===== src/rtl/des3_arbiter.sv =====
// -----------------------------------------------------------------------------
// des3_arbiter
// Round-robin front end that shares one 3DES core between two requesters.
// One block is in flight at a time: IDLE -> LOAD -> ISSUE -> BUSY -> RESP.
// A watchdog in BUSY turns a hung core into an error response.
//
// Ports
//   clk_i, rst_ni                  clock, asynchronous active-low reset
//   reqN_valid_i / reqN_ready_o    request handshake (ready is a 1-cycle accept)
//   reqN_data_i                    64-bit plaintext block
//   reqN_key_i                     {key0,key1,key2}, key0 in [191:128]
//   rsp_valid_o / rsp_ready_i      response handshake, held until taken
//   rsp_id_o, rsp_data_o, rsp_err_o  owner, ciphertext, timeout flag
//   core_select_o                  1-cycle start pulse to the core
//   core_key0/1/2_o, core_data_o   operands to the core
//   core_out_i, core_done_i        core result and completion strobe
// -----------------------------------------------------------------------------
module des3_arbiter #(
    parameter int TIMEOUT = 1023
) (
    input  logic         clk_i,
    input  logic         rst_ni,
    input  logic         req0_valid_i,
    output logic         req0_ready_o,
    input  logic [63:0]  req0_data_i,
    input  logic [191:0] req0_key_i,
    input  logic         req1_valid_i,
    output logic         req1_ready_o,
    input  logic [63:0]  req1_data_i,
    input  logic [191:0] req1_key_i,
    output logic         rsp_valid_o,
    input  logic         rsp_ready_i,
    output logic         rsp_id_o,
    output logic [63:0]  rsp_data_o,
    output logic         rsp_err_o,
    output logic         core_select_o,
    output logic [63:0]  core_key0_o,
    output logic [63:0]  core_key1_o,
    output logic [63:0]  core_key2_o,
    output logic [63:0]  core_data_o,
    input  logic [63:0]  core_out_i,
    input  logic         core_done_i
);

    localparam int CW = $clog2(TIMEOUT + 1);

    typedef enum logic [2:0] {IDLE, LOAD, ISSUE, BUSY, RESP} state_e;

    state_e         state_q, state_d;
    logic           last_grant_q, last_grant_d;
    logic [CW-1:0]  cnt_q, cnt_d;
    logic [CW-1:0]  cnt_inc;
    logic [191:0]   key_q, key_d;
    logic [63:0]    data_q, data_d;
    logic           rsp_valid_q, rsp_valid_d;
    logic           rsp_id_q, rsp_id_d;
    logic [63:0]    rsp_data_q, rsp_data_d;
    logic           rsp_err_q, rsp_err_d;
    logic           win;
    logic           rdy0, rdy1;

    assign cnt_inc = cnt_q + CW'(1);

    // Tie goes to the requester that was not granted last; otherwise the
    // only valid requester wins.
    assign win = (req0_valid_i && req1_valid_i) ? ~last_grant_q : req1_valid_i;

    always_comb begin
        state_d      = state_q;
        last_grant_d = last_grant_q;
        cnt_d        = cnt_q;
        key_d        = key_q;
        data_d       = data_q;
        rsp_valid_d  = rsp_valid_q;
        rsp_id_d     = rsp_id_q;
        rsp_data_d   = rsp_data_q;
        rsp_err_d    = rsp_err_q;
        rdy0         = 1'b0;
        rdy1         = 1'b0;
        unique case (state_q)
            IDLE: begin
                if (req0_valid_i || req1_valid_i) begin
                    rdy0         = ~win;
                    rdy1         = win;
                    last_grant_d = win;
                    key_d        = win ? req1_key_i  : req0_key_i;
                    data_d       = win ? req1_data_i : req0_data_i;
                    state_d      = LOAD;
                end
            end
            // Operands are already on the core pins; give its key register a
            // cycle to capture them before the start pulse.
            LOAD:  state_d = ISSUE;
            ISSUE: begin
                cnt_d   = '0;
                state_d = BUSY;
            end
            BUSY: begin
                // Completion beats the watchdog when both land together.
                if (core_done_i) begin
                    rsp_data_d  = core_out_i;
                    rsp_id_d    = last_grant_q;
                    rsp_err_d   = 1'b0;
                    rsp_valid_d = 1'b1;
                    state_d     = RESP;
                end else begin
                    cnt_d = cnt_inc;
                    if (cnt_inc == CW'(TIMEOUT)) begin
                        rsp_data_d  = '0;
                        rsp_id_d    = last_grant_q;
                        rsp_err_d   = 1'b1;
                        rsp_valid_d = 1'b1;
                        state_d     = RESP;
                    end
                end
            end
            RESP: begin
                if (rsp_ready_i) begin
                    rsp_valid_d = 1'b0;
                    state_d     = IDLE;
                end
            end
            default: state_d = IDLE;
        endcase
    end

    always_ff @(posedge clk_i or negedge rst_ni) begin
        if (!rst_ni) begin
            state_q      <= IDLE;
            last_grant_q <= 1'b1;
            cnt_q        <= '0;
            key_q        <= '0;
            data_q       <= '0;
            rsp_valid_q  <= 1'b0;
            rsp_id_q     <= 1'b0;
            rsp_data_q   <= '0;
            rsp_err_q    <= 1'b0;
        end else begin
            state_q      <= state_d;
            last_grant_q <= last_grant_d;
            cnt_q        <= cnt_d;
            key_q        <= key_d;
            data_q       <= data_d;
            rsp_valid_q  <= rsp_valid_d;
            rsp_id_q     <= rsp_id_d;
            rsp_data_q   <= rsp_data_d;
            rsp_err_q    <= rsp_err_d;
        end
    end

    // The accept strobe is combinational from IDLE; masking with reset keeps
    // it low while reset is held even if a requester is already valid.
    assign req0_ready_o  = rdy0 & rst_ni;
    assign req1_ready_o  = rdy1 & rst_ni;
    assign core_select_o = (state_q == ISSUE);
    assign core_key0_o   = key_q[191:128];
    assign core_key1_o   = key_q[127:64];
    assign core_key2_o   = key_q[63:0];
    assign core_data_o   = data_q;
    assign rsp_valid_o   = rsp_valid_q;
    assign rsp_id_o      = rsp_id_q;
    assign rsp_data_o    = rsp_data_q;
    assign rsp_err_o     = rsp_err_q;

endmodule

===== config.mk =====
export PLATFORM = sky130hd
export DESIGN_NAME = des3_arbiter
export DESIGN_NICKNAME = d
export VERILOG_FILES = /design/src/rtl/des3_arbiter.sv
export SDC_FILE = /design/constraint.sdc
export NUM_CORES = 1
export LEC_CHECK = 0
export ABC_AREA = 1
export CAP_MARGIN = 0
export CORE_AREA = 2 2 352 354
export CTS_CLUSTER_SIZE = 8
export DETAILED_ROUTE_END_ITERATION = 12
export DIE_AREA = 0 0 354 356
export PLACE_DENSITY_LB_ADDON = 0.15
export SLEW_MARGIN = 20
export SYNTH_ARGS = -nofsm -noshare
export SYNTH_HDL_FRONTEND = slang
export SYNTH_SLANG_ARGS = --single-unit

===== constraint.sdc =====
create_clock -name clk_i -period 5.3 [get_ports clk_i]
set_input_delay 0.795 -clock clk_i [delete_from_list [all_inputs] [get_ports clk_i]]
set_output_delay 0.795 -clock clk_i [all_outputs]
set_load 0.03 [all_outputs]

==> summary by stage, run 1 <==
Outcome
The flow ran to the end, and the final reports show no timing, DRC or antenna violations.

Detailed routing
The final layout contains routed wiring with a total length of 95.12 mm. The pre-antenna-repair detailed-routing pass consisted of 5 iterations. In this run the remaining antenna-violating nets after routing total 0.

In the routed design, unresolved DRC markers number 0. For this block, the via count after detailed routing is 16950. The routed via count divided by cell count is 3.906. After the first detailed-routing iteration, the DRC count stood at 1040.

The average wire per standard cell is 21.92 um.

Placed design
The count of buffers added on input and output ports is 907. The detailed-placement wirelength estimate is 66.98 mm. The number of placed instances, taps included is 4245. At the end of routability-driven placement, the weighted congestion stood at 0.7779.

Worst setup path
Data on the critical path is required at its endpoint by 4.51 ns. The category of the most critical setup path is in2out. The worst reg2reg path endpoint is key_q[170]$_DFFE_PN0P_. The cell depth of the worst flop-to-flop path is 7.

The worst reg2reg path startpoint is state_q[2]$_DFFE_PN0P_. The slack of the worst reg-to-reg path is 2.35 ns. The type of element launching the critical path is an input port. The arrival time reported for the critical path endpoint is 3.04 ns. STA classifies the critical path endpoint as an output pin. The largest driver fanout on the critical path is 74.

Timing
The top achievable clock speed is 260.7 MHz. Setup violations remaining at the end of the flow were counted as 0. Setup repair after global routing left no endpoint under its margin. The setup clock skew after layout is 0.02919 ns. The summed negative setup slack over all endpoints is 0 ns. The final number of hold-violating endpoints is 0. The final worst-path cycle share is 72.37%. The worst-case headroom to the max-slew limit is 22.67%. The max-slew violation count is 0.

At the pin with the least slew margin, the transition time is 1.160 ns. The clock period minus final worst setup slack is 3.835 ns. The final hold slack is 0.1163 ns.

Logic synthesis
The average size of a mapped cell is 8.277 um^2. After synthesis the netlist holds a flip-flop and latch count of 337. The share of the Yosys chip area taken by registers is 55.38%.

The number of nets produced by synthesis is 2424. The cell count after synthesis came out at 1840. In this run the cell area of the synthesized design comes to 15230 um^2. The count of different cell masters after synthesis is 25. The number of synthesis warnings is 0.

Final layout
In the final layout, the share of cells above drive strength 1 is 3.649%. The multi-input combinational cells in the finished layout cover a total of 6062 um^2. Relative to the synthesized area, the layout overhead comes to 80.91%. For this run, the share of the core covered by cells in the final layout is 22.46%. The number of fillers in the final layout is 13531. The number of non-filler instances in the completed layout is 4339. In the final design database the tool counted 3245 nets. Across the whole layout, storage elements account for 8434 um^2.

CTS
The number of CTS-inserted buffers is 51. CTS built an H-tree with a depth of 2. In this run, post-CTS repair resized a total of 0 instances. TritonCTS built the clock tree. The clock net sink count is 337. The clock tree root buffer cell is clkbuf_16. The number of buffers inserted by hold repair at cts is 0.

No sink is reached through more buffers than the 3 on the longest clock path. The later-pin clock latency in the skew report is 0.62 ns. After clock tree synthesis, the clock-pin slew on the worst setup and hold paths is 0.06 ns. After clock tree synthesis, the setup repair step added 0 buffers.

Global route
The aggregate global-route resource usage is 14.37%. The final global-route overflow total is 0. The number of global-route vias before repair is 17458. Entering global routing, the biggest net connects 153 pins. The first global-routing pass estimated 133.0 mm of wire. The number of antenna violations at the first check in global routing is 27.

Die
The placeable core area is 122700 um^2. In this run the horizontal extent of the chip is 354 um. The die extent in y is 356 um. 908 I/O pins were placed. The initial core utilization is 12.42%. The number of rows created at floorplan is 129. The die covers 126000 um^2.

Pwr
The power density relative to cell area is 613.3 nW/um^2. In this run the static leakage power is 11.38 nW. Across the VDD grid, the largest voltage drop is 422.0 uV. The design draws 16.90 mW.

Min path
The classification of the worst-slack hold path is in2async.

Run
The reported max-cap violation count is 0.
layout make-up:
cell class / count / area share [%]
Antenna cell: 16 / 0.1453
Clock buffer: 73 / 5.159
Tap cell: 1637 / 7.434
Timing Repair Buffer: 925 / 33.78
Multi-Input combinational cell: 1313 / 22.00
Clock inverter: 5 / 0.3361
Inverter: 33 / 0.5313
Sequential cell: 337 / 30.61
synthesized netlist by cell type:
master      n  area share, %
a21oi_1     1          0.033
a21oi_2     1          0.058
buf_1       8           0.20
buf_2      23           0.76
buf_6       3           0.22
clkbuf_1  123            3.0
dfrtp_1   336             55
dfstp_2     1           0.17
ha_1        2           0.16
inv_1      27           0.67
inv_2       6           0.15
nand2_1   422             10
nand2_2     1          0.041
nand3_1   735             24
nand4_1     2          0.082
nand4_2     1          0.082
nor2_1     53            1.3
nor2_2      3           0.12
nor2_4      1          0.074
nor3_1      2          0.066
o21ai_0    75            2.5
o21ai_1     6           0.20
o21ai_2     1          0.058
o22ai_1     6           0.25
o31ai_1     1          0.049
layout by cell type, fill, tap and decap left out, types with 2 or more instances in the layout:
master / Yosys / layout
clkdlybuf4s50_1: 0 / 906
nand3_1: 735 / 735
nand2_1: 422 / 421
dfrtp_1: 336 / 336
o21ai_0: 75 / 75
clkbuf_16: 0 / 53
nor2_1: 53 / 52
inv_1: 27 / 25
clkbuf_1: 123 / 18
diode_2: 0 / 16
buf_4: 0 / 11
buf_12: 0 / 7
o22ai_1: 6 / 6
o21ai_1: 6 / 6
inv_2: 6 / 5
inv_8: 0 / 3
nor2_2: 3 / 3
nor3_1: 2 / 2
nor2_4: 1 / 2
nand4_1: 2 / 2
ha_1: 2 / 2
clkbuf_8: 0 / 2
bufinv_16: 0 / 2
worst max-delay path, stage by stage:
cell and delay [ns]:
clkdlybuf4s50_1 0.46, nand2_1 0.12, nand2_4 0.21, inv_8 0.48
nand2_1 0.14, nor2_1 0.12, clkdlybuf4s50_1 0.67
cell families after synthesis:
group | synth area share (%)
flip-flops | 55.38
AO/OA/AOI/OAI | 3.106
AND/OR/NAND/NOR | 36.33
buffers and inverters | 5.020
adder cells (fa/ha/maj) | 0.1643
sequential cells by signal (all words and copies together) (netlist names):
register      count
core_data_o      64
rsp_id_o          1
last_grant_q      1
rsp_valid_o       1
rsp_data_o       64
state_q           3
cnt_q            10
rsp_err_o         1
key_q           192
layer usage:
layer	track usage, %	wire length (um)
met5	0	106
met4	5.314	2651
met3	5.117	8042
met2	24.09	46630
met1	16.82	37680
where the power goes:
part           total, mW  leakage (nW)  internal (mW)  switching [mW]
Sequential          4.57          4.16           3.83           0.747
Clock               3.29         0.731           1.93            1.36
Combinational       9.04          6.49           3.33            5.71
Total               16.9          11.4           9.08            7.82
stage by stage:
stage / instance area [um^2] / setup slack (ns)
after floorplan: 15230 / 2.351
after global placement: 26000 / 1.381
after detailed placement: 26000 / 1.384
after CTS: 27510 / 1.381
after global routing: 27550 / 1.336
final: 27550 / 1.465
worst max path at each step:
stage                 startpoint            to
floorplan           req0_valid_i  req0_ready_o
global placement    req0_valid_i  req1_ready_o
detailed placement  req1_valid_i  req1_ready_o
CTS                 req1_valid_i  req1_ready_o
global route        req0_valid_i  req1_ready_o
finish              req0_valid_i  req1_ready_o
Note: power is estimated with default switching activity, not from simulation.
==> inputs of run 2 (changes only) <==
Settings changed: CORE_AREA 2 2 352 354 to 2 2 355 357, DIE_AREA 0 0 354 356 to 0 0 357 359.
Clock period 5.3 ns to 3.99 ns, I/O delays scaled along.
==> run 2 against run 1 <==
Effect of this change:
- power rose by 32%
- via count hardly changed
- cell area grew 0.22%
- sequential share of layout area shrank 0.067 points
- clock skew decreased by 0.012 ns
- final cell count is 0.18% higher
- non-clock buffer count rose by 4
- combinational power rose by 33%
- clock-buffer cell count shrank 5
==> summary by stage, run 2 (same netlist as run 1, synthesis figures left out) <==
CTS
Clock tree synthesis found a total of 337 sinks. Clock latency on the worst-skew pair, taken at its later pin, is 0.61 ns. The clock tree root buffer cell is clkbuf_16. The post-CTS setup-driven buffer insertion count is 0. After clock tree synthesis, the clock-pin slew on the worst setup and hold paths is 0.05 ns. No sink is reached through more buffers than the 3 on the longest clock path. The number of CTS-inserted buffers is 51.

The clock tree from TritonCTS is yes. The post-cts repair resize count is 0. The H-tree was split into 2 levels.

Worst setup path
The worst setup path is launched from a flip-flop. The worst setup path is of the reg2out kind. The signal on the critical path passes through nor2_1 -> nand2_1 -> inv_8 -> nand2_1 -> nor2_1 -> clkdlybuf4s50_1.

The delay contributed by the slowest stage of the critical path is 0.67 ns. The required time of the worst setup path is 3.39 ns. The arrival time reported for the critical path endpoint is 2.70 ns. The critical path capture point type is an output pin. The largest driver fanout on the critical path is 39. The slowest stage of the critical path belongs to the cell clkdlybuf4s50_1.

Global route
The global-route wire length before repair is 132.6 mm. The number of global-route vias before repair is 17494. The final global-route overflow total is 0. Entering global routing, the biggest net connects 133 pins. The number of antenna violations at the first check in global routing is 34. For this run, the total global-route usage over all layers was measured as 14.07%.

Final layout
The top cell types in the final layout, fill and taps aside, are 905 x clkdlybuf4s50_1, 735 x nand3_1, 421 x nand2_1. The library cell used most frequently in the layout, excluding fill and tap cells, is clkdlybuf4s50_1. At the end of the flow, the number of nets in the layout was 3249. Cells with a size suffix above 1 make up 3.838% of the layout. The final design area excluding fillers is 27610 um^2.

The register with the most flip-flops is key_q. The finished layout holds 4347 standard cells, fillers aside. The utilization of the core after routing is 22.16%. The register with the most flip-flops in the layout has 192 of them.

The area growth from synthesis to layout is 81.30%.

Die
Pin placement for this block handled 908 I/O pins. The floorplan step set the die width to 357 um. The initial core utilization is 12.22%. After floorplanning, the core was divided into 130 placement rows. The floorplan step set the die height to 359 um. The placeable core area is 124600 um^2. The floorplan step defined a die boundary enclosing 128200 um^2.

Detailed routing
The number of remaining DRC errors is 0. The detailed router placed 16953 vias in this run. The count of nets left with antenna violations after detail routing is 0. After the first detailed-routing iteration, the DRC count stood at 781. The routed via count divided by cell count is 3.900. The aggregate routed wire length is 93.84 mm. The average wire per standard cell is 21.59 um. The first detailed-routing pass ran for 5 iterations.

Pwr
The fraction of power consumed by combinational cells is 53.8%. The net switching component of the power is 10.32 mW. The part of the total power dissipated in the clock network is 19.1%. For this design the static power due to leakage is 11.41 nW. Net switching is 46.15% of the power. In this run the power density over the cells is 810.2 nW/um^2. The share of total power dissipated in sequential elements is 27.1%. The internal power of the cells totals 12.05 mW. Across the VDD grid, the largest voltage drop is 508.9 uV.

Timing
The top achievable clock speed is 303.5 MHz. The worst-case headroom to the max-slew limit is 31.00%. The max-slew violation count is 0. Setup repair after global routing left no endpoint under its margin.

The clock period minus final worst setup slack is 3.295 ns. The final worst-path cycle share is 82.58%. The final number of hold-violating endpoints came to 0. The summed negative setup slack over all endpoints is 0 ns. The actual slew at the worst max-slew pin is 1.035 ns.

The setup-violating endpoint count in the final report is 0. The setup clock skew after layout is 0.01701 ns.

Placed design
The post-placement cell area is 26080 um^2. Counting tap cells, the placed design contains a total of 4261 instances. The global placement routability congestion is 0.7938. After legalization and detailed placement, the total HPWL measured 66.51 mm.

During placement, the flow inserted port buffers numbering 907.

Outcome
The flow ran to the end, and the final reports show no timing, DRC or antenna violations.

Min path
The min-delay analysis places its worst path in the category reg2reg.

Run
Max-cap violations in this run came to 0.
==> run 2: changes by cell type in the layout (fill, tap and decap cells not counted) <==
cell	previous run	this run
buf_12	7	11
clkdlybuf4s50_1	906	905
dlygate4sd3_1	0	1
clkbuf_1	18	11
clkbuf_8	2	4
diode_2	16	13
bufinv_16	2	1
==> run 2: power groups by stage <==
stage	clock network [mW]	logic [mW]	registers (mW)
final	4.28	12.0	6.06
after global routing	4.64	12.9	6.29
after floorplan	0	3.22	9.10
after global placement	0	12.3	6.11
after detailed placement	0	12.3	6.09
after CTS	4.53	12.3	6.08
==> run 2: critical path: cells and delay by family, from the launching register on <==
family | cells | cell delay (ns)
buf+inv | 2 | 1.03
simple gates | 4 | 0.67
flops | 1 | 0.39
==> run 2: worst paths after layout <==
kind	from	endpoint	slack [ns]	depth (start not counted)
max in group asynchronous	rst_ni	key_q[99]$_DFFE_PN0P_	2.21	3
hold / removal	key_q[182]$_DFFE_PN0P_	key_q[182]$_DFFE_PN0P_	0.48	2
setup reg to reg	cnt_q[0]$_DFFE_PN0P_	rsp_data_o[62]$_DFFE_PN0P_	1.15	10
setup / recovery	state_q[2]$_DFFE_PN0P_	req1_ready_o	0.70	6
hold reg to reg	key_q[182]$_DFFE_PN0P_	key_q[182]$_DFFE_PN0P_	0.48	2
min in group asynchronous	rst_ni	rsp_data_o[51]$_DFFE_PN0P_	0.51	2
==> run 2: through the flow <==
stage | hold slack, ns | worst slack (ns) | power (mW)
global route | 0.4793 | 0.4647 | 23.85
CTS | 0.4428 | 0.5534 | 22.93
floorplan | 0.3029 | 1.434 | 12.32
global placement | 0.4711 | 0.7843 | 18.46
detailed placement | 0.4737 | 0.8180 | 18.39
finish | 0.4835 | 0.6951 | 22.37
==> run 2: repair_timing <==
action                                  4_1_cts  5_1_grt
hold buffers                                  1        0
endpoints found under the setup margin        0        0
endpoints found under the hold margin        44        0
==> run 2: area by class of cell <==
type / instances / area, um^2
inverters: 33 / 146.4
diodes: 13 / 32.53
clock buffers: 68 / 1423
flip-flops and latches: 337 / 8434
repair buffers: 929 / 9387
clock inverters: 4 / 62.56
fillers: 13921 / 96980
well taps: 1650 / 2064
multi-input cells: 1313 / 6062
==> run 2: metal layers <==
metal	vias to the layer above	global-route usage (%)	routed length [um]
met5	-	0	158
met4	24	4.581	2323
met3	142	4.970	8243
met2	636	24.28	46780
met1	8242	16.06	36340
li1	7909	-	-
==> inputs of run 3 (changes only) <==
Clock period 3.99 ns to 3.36 ns, I/O delays scaled along.
==> run 3 against run 2 <==
Effect of this change:
- combinational power increased by 21%
- final cell count is 0.76% higher
- setup slack worse by 0.14 ns
- clock-buffer cell count is 9 higher
- clock skew shrank 0.0016 ns
- sequential share of layout area down 0.35 points
- worst hold slack got worse by 0.17 ns
- non-clock buffer count up 28
- cell area increased by 1.2%
- wire length hardly changed
- flip-flop and latch count unchanged
- sequential power grew 19%
==> summary by stage, run 3 (same netlist as run 1, synthesis figures left out) <==
Detailed routing
The via count of the routed design is 16991. The number of remaining DRC errors is 0. Using the TritonRoute via totals, the vias-per-cell ratio works out to 3.879. In this run, the number of DRC markers left after iteration 0 of detailed routing was 841.

The detail route stage leaves a number of antenna-violating nets equal to 0. The average wire per standard cell is 21.43 um. The first detailed-routing pass took 5 iterations. For this block, the routed nets add up to 93.86 mm of wire.

Worst setup path
By startpoint and endpoint, the worst setup path is classified as reg2out. The worst-path cell with the longest stage delay is dfrtp_1. At the worst endpoint, the required time is 2.86 ns. The cell depth of the worst flop-to-flop path is 11. The type of element launching the critical path is a flip-flop. STA classifies the critical path endpoint as an output pin.

The largest driver fanout on the critical path is 15. The worst reg2reg path startpoint is cnt_q[0]$_DFFE_PN0P_. The delay contributed by the slowest stage of the critical path is 0.39 ns. The slack of the worst reg-to-reg path is 0.91 ns.

The worst register-to-register path ends at rsp_data_o[43]$_DFFE_PN0P_. The critical path goes through nor2_1 -> nand2_1 -> a21oi_4 -> inv_8 -> nor3_1 -> buf_4. The arrival time reported for the critical path endpoint is 2.30 ns.

Final layout
The fraction of layout instances using a drive strength above 1 is 4.890%. The register with the most flip-flops in the layout has 192 of them. The library cell used most frequently in the layout, excluding fill and tap cells, is clkdlybuf4s50_1. The multi-input gate area in the final layout is 6062 um^2. The layout overhead on the synthesized area is 83.41%. The number of non-filler instances in the completed layout is 4380. After filler insertion, the fill cell instance count of the layout stands at 13894. After routing the design area is 27930 um^2. The register area is 8434 um^2. The total number of nets in the final design is 3277.

The top cell types in the final layout, fill and taps aside, are 904 x clkdlybuf4s50_1, 735 x nand3_1, 421 x nand2_1. Ranked by flip-flop count, first place goes to key_q.

Pwr
The leakage power figure is 11.60 nW. The post-layout total power is 26.75 mW. Power spread over the standard cell area amounts to 957.8 nW/um^2. IR analysis of the VDD net gives a maximum drop of 477.7 uV.

Timing
Static timing analysis puts the maximum clock frequency at 357.0 MHz. After layout, the worst setup slack is 0.5587 ns. The max-slew violation count is 0. On the final layout, the worst clock skew is 0.01537 ns. After layout, the worst path uses 83.37% of the clock period. Setup repair after global routing left no endpoint under its margin. Counting I/O delays and the setup requirement, the final critical path takes 2.801 ns.

At the pin with the least slew margin, the transition time is 0.9578 ns. The summed negative setup slack over all endpoints is 0 ns. The worst-case headroom to the max-slew limit is 36.14%. The final number of hold-violating endpoints was 0. The setup-violating endpoint count in the final report is 0.

Placed design
The number of placed instances, taps included, is 4289. The wire-length estimate of the detail-placed layout is 69.54 mm. The post-placement cell area is 26390 um^2. Routability-driven placement finished with a final weighted congestion of 0.8107. Timing analysis after detailed placement gives a worst setup slack of 0.8384 ns. The count of buffers added on input and output ports is 907.

Run
Max-cap violations in this run came to 0.

CTS
The post-cts repair resize count is 0. The later-pin clock latency in the skew report is 0.62 ns. The clock passes through at most 3 buffers. The clock transition at the registers of the reported paths is 0.05 ns. The H-tree was split into 2 levels. The clock tree root buffer cell is clkbuf_16.

The clock net sink count is 337. The number of CTS-inserted buffers is 51. The clock tree from TritonCTS is yes.

Outcome
The flow ran to the end, and the final reports show no timing, DRC or antenna violations.

Global route
Entering global routing, the biggest net connects 132 pins. The number of global-route vias before repair is 17662. Global routing finished with a remaining overflow of 0. Global routing used 14.12% of the available tracks across all layers. The number of antenna violations at the first check in global routing was 24. The first global-routing pass estimated 133.4 mm of wire.

Die
The region available for standard cell placement spans 124600 um^2. The die extent in y is 359 um. The number of rows created at floorplan is 130. The die covers 128200 um^2. The number of I/O pins is 908. The initial utilization of the core area, before any placement, comes to 12.22%. Measured along the x axis, the die boundary spans 357 um.

Min path
The classification of the worst-slack hold path is in2async.
[run 3: cell types whose count changed in the layout (fill, tap and decap cells not counted)]
cell and change:
bufinv_16 -1, diode_2 -3, clkbuf_8 +2, buf_12 +8, clkinvlp_4 -1, clkinv_2 +1, buf_4 +21, clkbuf_1 +7
clkdlybuf4s50_1 -1
[run 3: through the flow]
| step | hold slack [ns] | utilization [%] |
|---|---|---|
| 2_1_floorplan | 0.2084 | - |
| 5_1_grt | 0.2771 | 22.42 |
| 6_report | 0.3108 | 22.42 |
| 3_5_place_dp | 0.3538 | 21.18 |
| 3_3_place_gp | 0.3552 | 21.18 |
| 4_1_cts | 0.2572 | 22.40 |
[run 3: layer usage]
metal	share of wire (%)	vias to the layer above	track usage, %
met5	0.11	-	0
met4	2.4	16	4.572
met3	8.4	127	4.924
met2	50	630	24.40
met1	39	8240	16.14
li1	-	7978	-
[run 3: report_power, final]
group / switching, mW / leakage, nW / internal, mW
combinational: 8.99 / 6.71 / 5.48
clock: 2.12 / 0.735 / 2.98
sequential: 1.15 / 4.16 / 6.04
[run 3: area by class of cell]
type	count	share of cell area [%]
diodes	10	0.08959
clock buffers	77	5.286
clock inverters	3	0.1075
inverters	33	0.5241
multi-input cells	1313	21.70
flip-flops and latches	337	30.19
well taps	1650	7.391
repair buffers	957	34.71
[run 3: worst max-delay path by stage]
stage / end / slack, ns / start
after floorplan: req0_ready_o / 0.95 / state_q[2]$_DFFE_PN0P_
after global placement: key_q[185]$_DFFE_PN0P_ / 0.83 / req0_valid_i
after detailed placement: core_data_o[43]$_DFFE_PN0P_ / 0.84 / req0_valid_i
after CTS: req0_ready_o / 0.49 / state_q[2]$_DFFE_PN0P_
after global routing: req0_ready_o / 0.44 / state_q[2]$_DFFE_PN0P_
final: req0_ready_o / 0.56 / state_q[2]$_DFFE_PN0P_
[run 3: critical path: cells and delay by family, from the launching register on]
family | cells | cell delay (ns)
AOI/OAI and AO/OA | 1 | 0.36
DFF | 1 | 0.39
and+or+nand+nor | 3 | 0.60
buffers and inverters | 2 | 0.32
[run 3: repair_timing]
action | CTS | global route
buffers inserted | 0 | 0
hold buffers | 1 | 0
endpoints found under the hold margin | 11 | 0
==> RTL change 1 (flow settings as in run 2) <==
Set the parameter `TIMEOUT` to 2046 (it was 1023).
--- a/src/rtl/des3_arbiter.sv
+++ b/src/rtl/des3_arbiter.sv
@@ -16,7 +16,7 @@
 //   core_out_i, core_done_i        core result and completion strobe
 // -----------------------------------------------------------------------------
 module des3_arbiter #(
-    parameter int TIMEOUT = 1023
+    parameter int TIMEOUT = 2046
 ) (
     input  logic         clk_i,
     input  logic         rst_ni,
Behaviour: same outputs for any inputs over 4 cycles, from zero or initial values and one cycle with rst_ni low; that may be too few to reach the edited logic, so the function may still have changed.
==> RTL change 1 against run 2 <==
Synthesized area rose by 1.2%. Largest power group unchanged. Routed wire length rose by 0.52%. Via count rose by 0.80%. Fmax rose by 14%. Total power rose by 1.3%. Setup slack improved by 0.41 ns. Final area rose by 1.3%. Synthesized cell count rose by 0.76%. Critical path type unchanged. Non-clock buffer count rose by 12. Hold slack got worse by 0.045 ns. Sequential cell count rose by 1. Global-route usage rose by 0.14 points. Highest routed layer unchanged. Core utilization rose by 0.28 points.
==> RTL change 1: results <==
group,metric,value,unit
clocking,cts_buffers,52,
global_routing,grt_first_pass_wirelength,134000,um
layout,regMostFlops,"key_q",
power_and_ir_drop,pg_seq,6.06,mW
worst_setup_path,cpMaxStageDelayCell,"dfstp_2",
routing,met1_length,36600,um
worst_setup_path,r2r-start,"cnt_q[0]$_DFFE_PN0P_",
sta,max_slew_margin,18.5,%
power_and_ir_drop,swShare,46.0,%
layout,nFillCells,13800,
clocking,root_buffer,"clkbuf_16",
layout,layout.cells.non_filler,4381,
power_and_ir_drop,ir_drop,383,uV
sta,period_share,72.3,%
clocking,htree_num_levels,2,
worst_setup_path,reg2reg_depth,12,
global_routing,grt_usage,14.2,%
sta,finalClockSkew,0.0142,ns
clocking,cts_setup_buffers,0,
layout,multi_input_area,6210,um2
power_and_ir_drop,total_leakage_power,11.6,nW
routing,drt_wl_total,94300,um
synth,synthTopCellsByArea,"dfrtp_1 55%, nand3_1 23%, nand2_1 10%",
routing,wl_met3,9390,um
outcome,status,"finished clean",
worst_setup_path,reg2reg_to,"rsp_data_o[13]$_DFFE_PN0P_",
hold_path,hold_class,"input port to async pin",
worst_setup_path,rrSetupSlack,1.50,ns
die,start_util,12.4,%
synth,postSynthAreaPerCell,8.31,um2
placed_design,dp.cells,4286,
routing,drt_iter0_drc,847,
routing,met2WireLength,46300,um
worst_setup_path,arrival,2.28,ns
worst_setup_path,cpPeakStageDelay,0.57,ns
global_routing,antenna_found_initial,31,
synth,ys.flop_type,"dfrtp_1",
worst_setup_path,cp_max_fo,23,
global_routing,grt_max_degree,147,
placed_design,dp_slack,0.976,ns
clocking,holdBufCountCts,1,
placed_design,dp_hpwl,67000,um
synth,syn-num-nets,2438,
layout,final_nets,3275,
power_and_ir_drop,p_clk,4.42,mW
routing,vias,17100,
worst_setup_path,critPathTopFamily,"simple AND/OR/NAND/NOR gates",
layout,drive_above_1_share,5.00,%
global_routing,grt_pass1_vias,18100,
placed_design,gp_congestion,0.841,
synth,ys_seq_area_share,54.9,%
synth,netlist_top_cells_count,"722 x nand3_1, 430 x nand2_1, 337 x dfrtp_1, 122 x clkbuf_1, 83 x o21ai_0",
-- RTL change 1: cells by family (layout without fill, tap and decap cells) --
group	after synthesis	in the layout	share of synthesized area, %
xor gates and xnor gates	1	1	0.0568
buffers and inverters	192	1058	5.01
other	0	11	0
AOI/OAI and AO/OA	90	90	3.00
DFF	338	338	54.9
and+or+nand+nor	1231	1231	36.9
adders and majority gates	2	2	0.162
-- RTL change 1: metrics by stage --
stage | hold WS, ns | cell area [um2] | power (mW) | utilization, %
6_report | 0.438 | 28000 | 22.7 | 22.4
4_1_cts | 0.370 | 27900 | 23.2 | 22.4
3_3_place_gp | 0.472 | 26400 | 18.7 | 21.2
2_1_floorplan | 0.303 | 15400 | 12.4 | -
3_5_place_dp | 0.475 | 26400 | 18.5 | 21.2
5_1_grt | 0.398 | 28000 | 24.2 | 22.4
-- RTL change 1: worst max path at each step --
| stage | start | endpoint |
|---|---|---|
| finish | last_grant_q$_DFFE_PN1P_ | req0_ready_o |
| global route | last_grant_q$_DFFE_PN1P_ | req0_ready_o |
| CTS | last_grant_q$_DFFE_PN1P_ | req0_ready_o |
| detailed placement | req1_valid_i | key_q[80]$_DFFE_PN0P_ |
| global placement | req1_valid_i | key_q[97]$_DFFE_PN0P_ |
| floorplan | req0_valid_i | req0_ready_o |
-- RTL change 1: area by class of cell --
type | count | area share [%]
flip-flops and latches | 338 | 30.3
multi-input cells | 1324 | 22.2
diodes | 11 | 0.0984
well taps | 1650 | 7.38
repair buffers | 941 | 34.0
inverters | 34 | 0.537
clock buffers | 76 | 5.16
clock inverters | 7 | 0.331
-- RTL change 1: metal layers --
layer  track usage [%]  up-vias
met5                 0        -
met4              3.63       26
met3              6.07      130
met2              24.8      610
met1              15.7     8347
li1                  -     7976
==> RTL change 2 (settings of run 2) <==
Made on the original files. `rsp_data_q` no longer has a reset.
--- a/src/rtl/des3_arbiter.sv
+++ b/src/rtl/des3_arbiter.sv
@@ -133,7 +133,6 @@
             data_q       <= '0;
             rsp_valid_q  <= 1'b0;
             rsp_id_q     <= 1'b0;
-            rsp_data_q   <= '0;
             rsp_err_q    <= 1'b0;
         end else begin
             state_q      <= state_d;
@@ -143,9 +142,12 @@
             data_q       <= data_d;
             rsp_valid_q  <= rsp_valid_d;
             rsp_id_q     <= rsp_id_d;
-            rsp_data_q   <= rsp_data_d;
             rsp_err_q    <= rsp_err_d;
         end
+    end
+
+    always_ff @(posedge clk_i) begin
+        rsp_data_q <= rsp_data_d;
     end
 
     // The accept strobe is combinational from IDLE; masking with reset keeps
Behaviour: not the same (Yosys sat finds a counterexample within 10 cycles, from zero or initial values and one cycle with rst_ni low; the reset may be asserted at any time).
==> RTL change 2 against run 2 <==
First-iteration DRC count increased by 26%. Synthesized area hardly changed. Count of clock-buffer cells in the layout rose by 8. Sequential share of layout area up 0.99 points. Die area did not move. Total power shrank 4.7%. Core utilization grew 0.12 points. Sequential cell count is the same. Critical path depth unchanged. Non-clock buffer count is 15 higher. Final area grew 0.54%. Routed wire length rose by 2.0%. Setup slack gained 0.23 ns. Highest routed layer unchanged.
==> RTL change 2: results <==
group,metric,value,unit
global_routing,grt_pass1_vias,17200,
power_and_ir_drop,pg_seq,5.85,mW
synth,syn-num-nets,2344,
routing,drt_wl_total,95700,um
global_routing,grt_util_met2,24.9,%
placed_design,gp_congestion,0.775,
power_and_ir_drop,ir_drop,498,uV
placed_design,dp_slack,0.892,ns
placed_design,dpl-instance-area,26300,um2
synth,async_flop_share,81.0,%
worst_setup_path,r2r-start,"cnt_q[1]$_DFFE_PN0P_",
sta,finalClockSkew,0.0143,ns
layout,drive_above_1_share,4.55,%
hold_path,hold_class,"input port to register",
global_routing,use_met1,16.6,%
power_and_ir_drop,clkPwrFrac,19.9,%
sta,period_share,76.8,%
placed_design,dp.cells,4210,
global_routing,antenna_found_initial,30,
global_routing,grt_usage,14.4,%
clocking,ctsResizeCount,0,
worst_setup_path,arrival,2.47,ns
worst_setup_path,rrSetupSlack,1.53,ns
synth,postSynthAreaPerCell,8.66,um2
clocking,cts_buffers,50,
worst_setup_path,cpPeakStageDelay,0.56,ns
layout,final_nets,3197,
worst_setup_path,reg2reg_depth,12,
global_routing,use_met3,5.12,%
synth,synthTopCellsByArea,"dfrtp_1 45%, nand3_1 22%, edfxtp_1 13%",
routing,wl_per_cell,22.3,um
synth,ys_seq_area_share,57.4,%
worst_setup_path,cp_max_fo,52,
power_and_ir_drop,internal_power,11.6,mW
outcome,status,"finished clean",
placed_design,dp_hpwl,70000,um
global_routing,grt_first_pass_wirelength,133000,um
worst_setup_path,reg2reg_to,"rsp_data_o[42]$_SDFFCE_PN0P_",
global_routing,grt_max_degree,130,
clocking,clk_pin_slew,0.05,ns
synth,netlist_top_cells_count,"671 x nand3_1, 360 x nand2_1, 272 x dfrtp_1, 88 x inv_1, 73 x buf_2",
hold_path,hp-start,"core_done_i",
hold_path,hold_end,"rsp_id_o$_DFFE_PN0P_",
hold_path,hold-path-cell-count,4,
routing,viasPerCell,3.84,
routing,drt_iter0_drc,982,
synth,synth-edff-count,64,
sta,max_slew_margin,27.5,%
==> RTL change 2: changes by cell type after synthesis, sizes merged, moves of 2 or more <==
cell    before  now
dfrtp      336  272
edfxtp       0   64
nand3      735  674
inv         33   92
nand2      423  364
clkbuf     123   67
buf         34   76
o21ai       82   79
o22ai        6    3
nand4        3    1
==> RTL change 2: cells by family (layout without fill, tap and decap cells) <==
group | after synthesis | after routing | synth area share [%]
AOI/OAI and AO/OA | 86 | 86 | 2.94
and+or+nand+nor | 1099 | 1099 | 33.0
buffers and inverters | 235 | 1115 | 6.41
DFF | 337 | 337 | 57.4
other | 0 | 11 | 0
xor gates and xnor gates | 1 | 1 | 0.0575
adders and majority gates | 2 | 2 | 0.164
==> RTL change 2: final cells by class <==
class	instances	area, um2
clock inverter	3	62.6
antenna	11	27.5
clock buffer	76	1400
fill	13700	96800
inverter	92	360
sequential	337	8750
tap	1650	2060
multi-input combinational	1188	5530
timing repair buffer	944	9570
==> RTL change 2: stage by stage <==
stage,hold slack (ns),util (%)
global route,0.336,22.3
floorplan,0.303,-
finish,0.376,22.3
detailed placement,0.470,21.1
global placement,0.472,21.1
CTS,0.315,22.3
==> RTL change 2: worst max-delay path by stage <==
stage	from	endpoint	cells past startpoint
2_1_floorplan	cnt_q[1]$_DFFE_PN0P_	rsp_data_o[0]$_SDFFCE_PN0P_	11
3_3_place_gp	req1_valid_i	req0_ready_o	6
3_5_place_dp	req1_valid_i	req0_ready_o	6
4_1_cts	state_q[0]$_DFFE_PN0P_	req1_ready_o	6
5_1_grt	state_q[0]$_DFFE_PN0P_	req1_ready_o	6
6_report	req1_valid_i	req0_ready_o	6
==> RTL change 2: metal layers <==
metal / wire (um) / share of wire, %
met5: 112 / 0.12
met4: 2370 / 2.5
met3: 8410 / 8.8
met2: 47400 / 50
met1: 37400 / 39
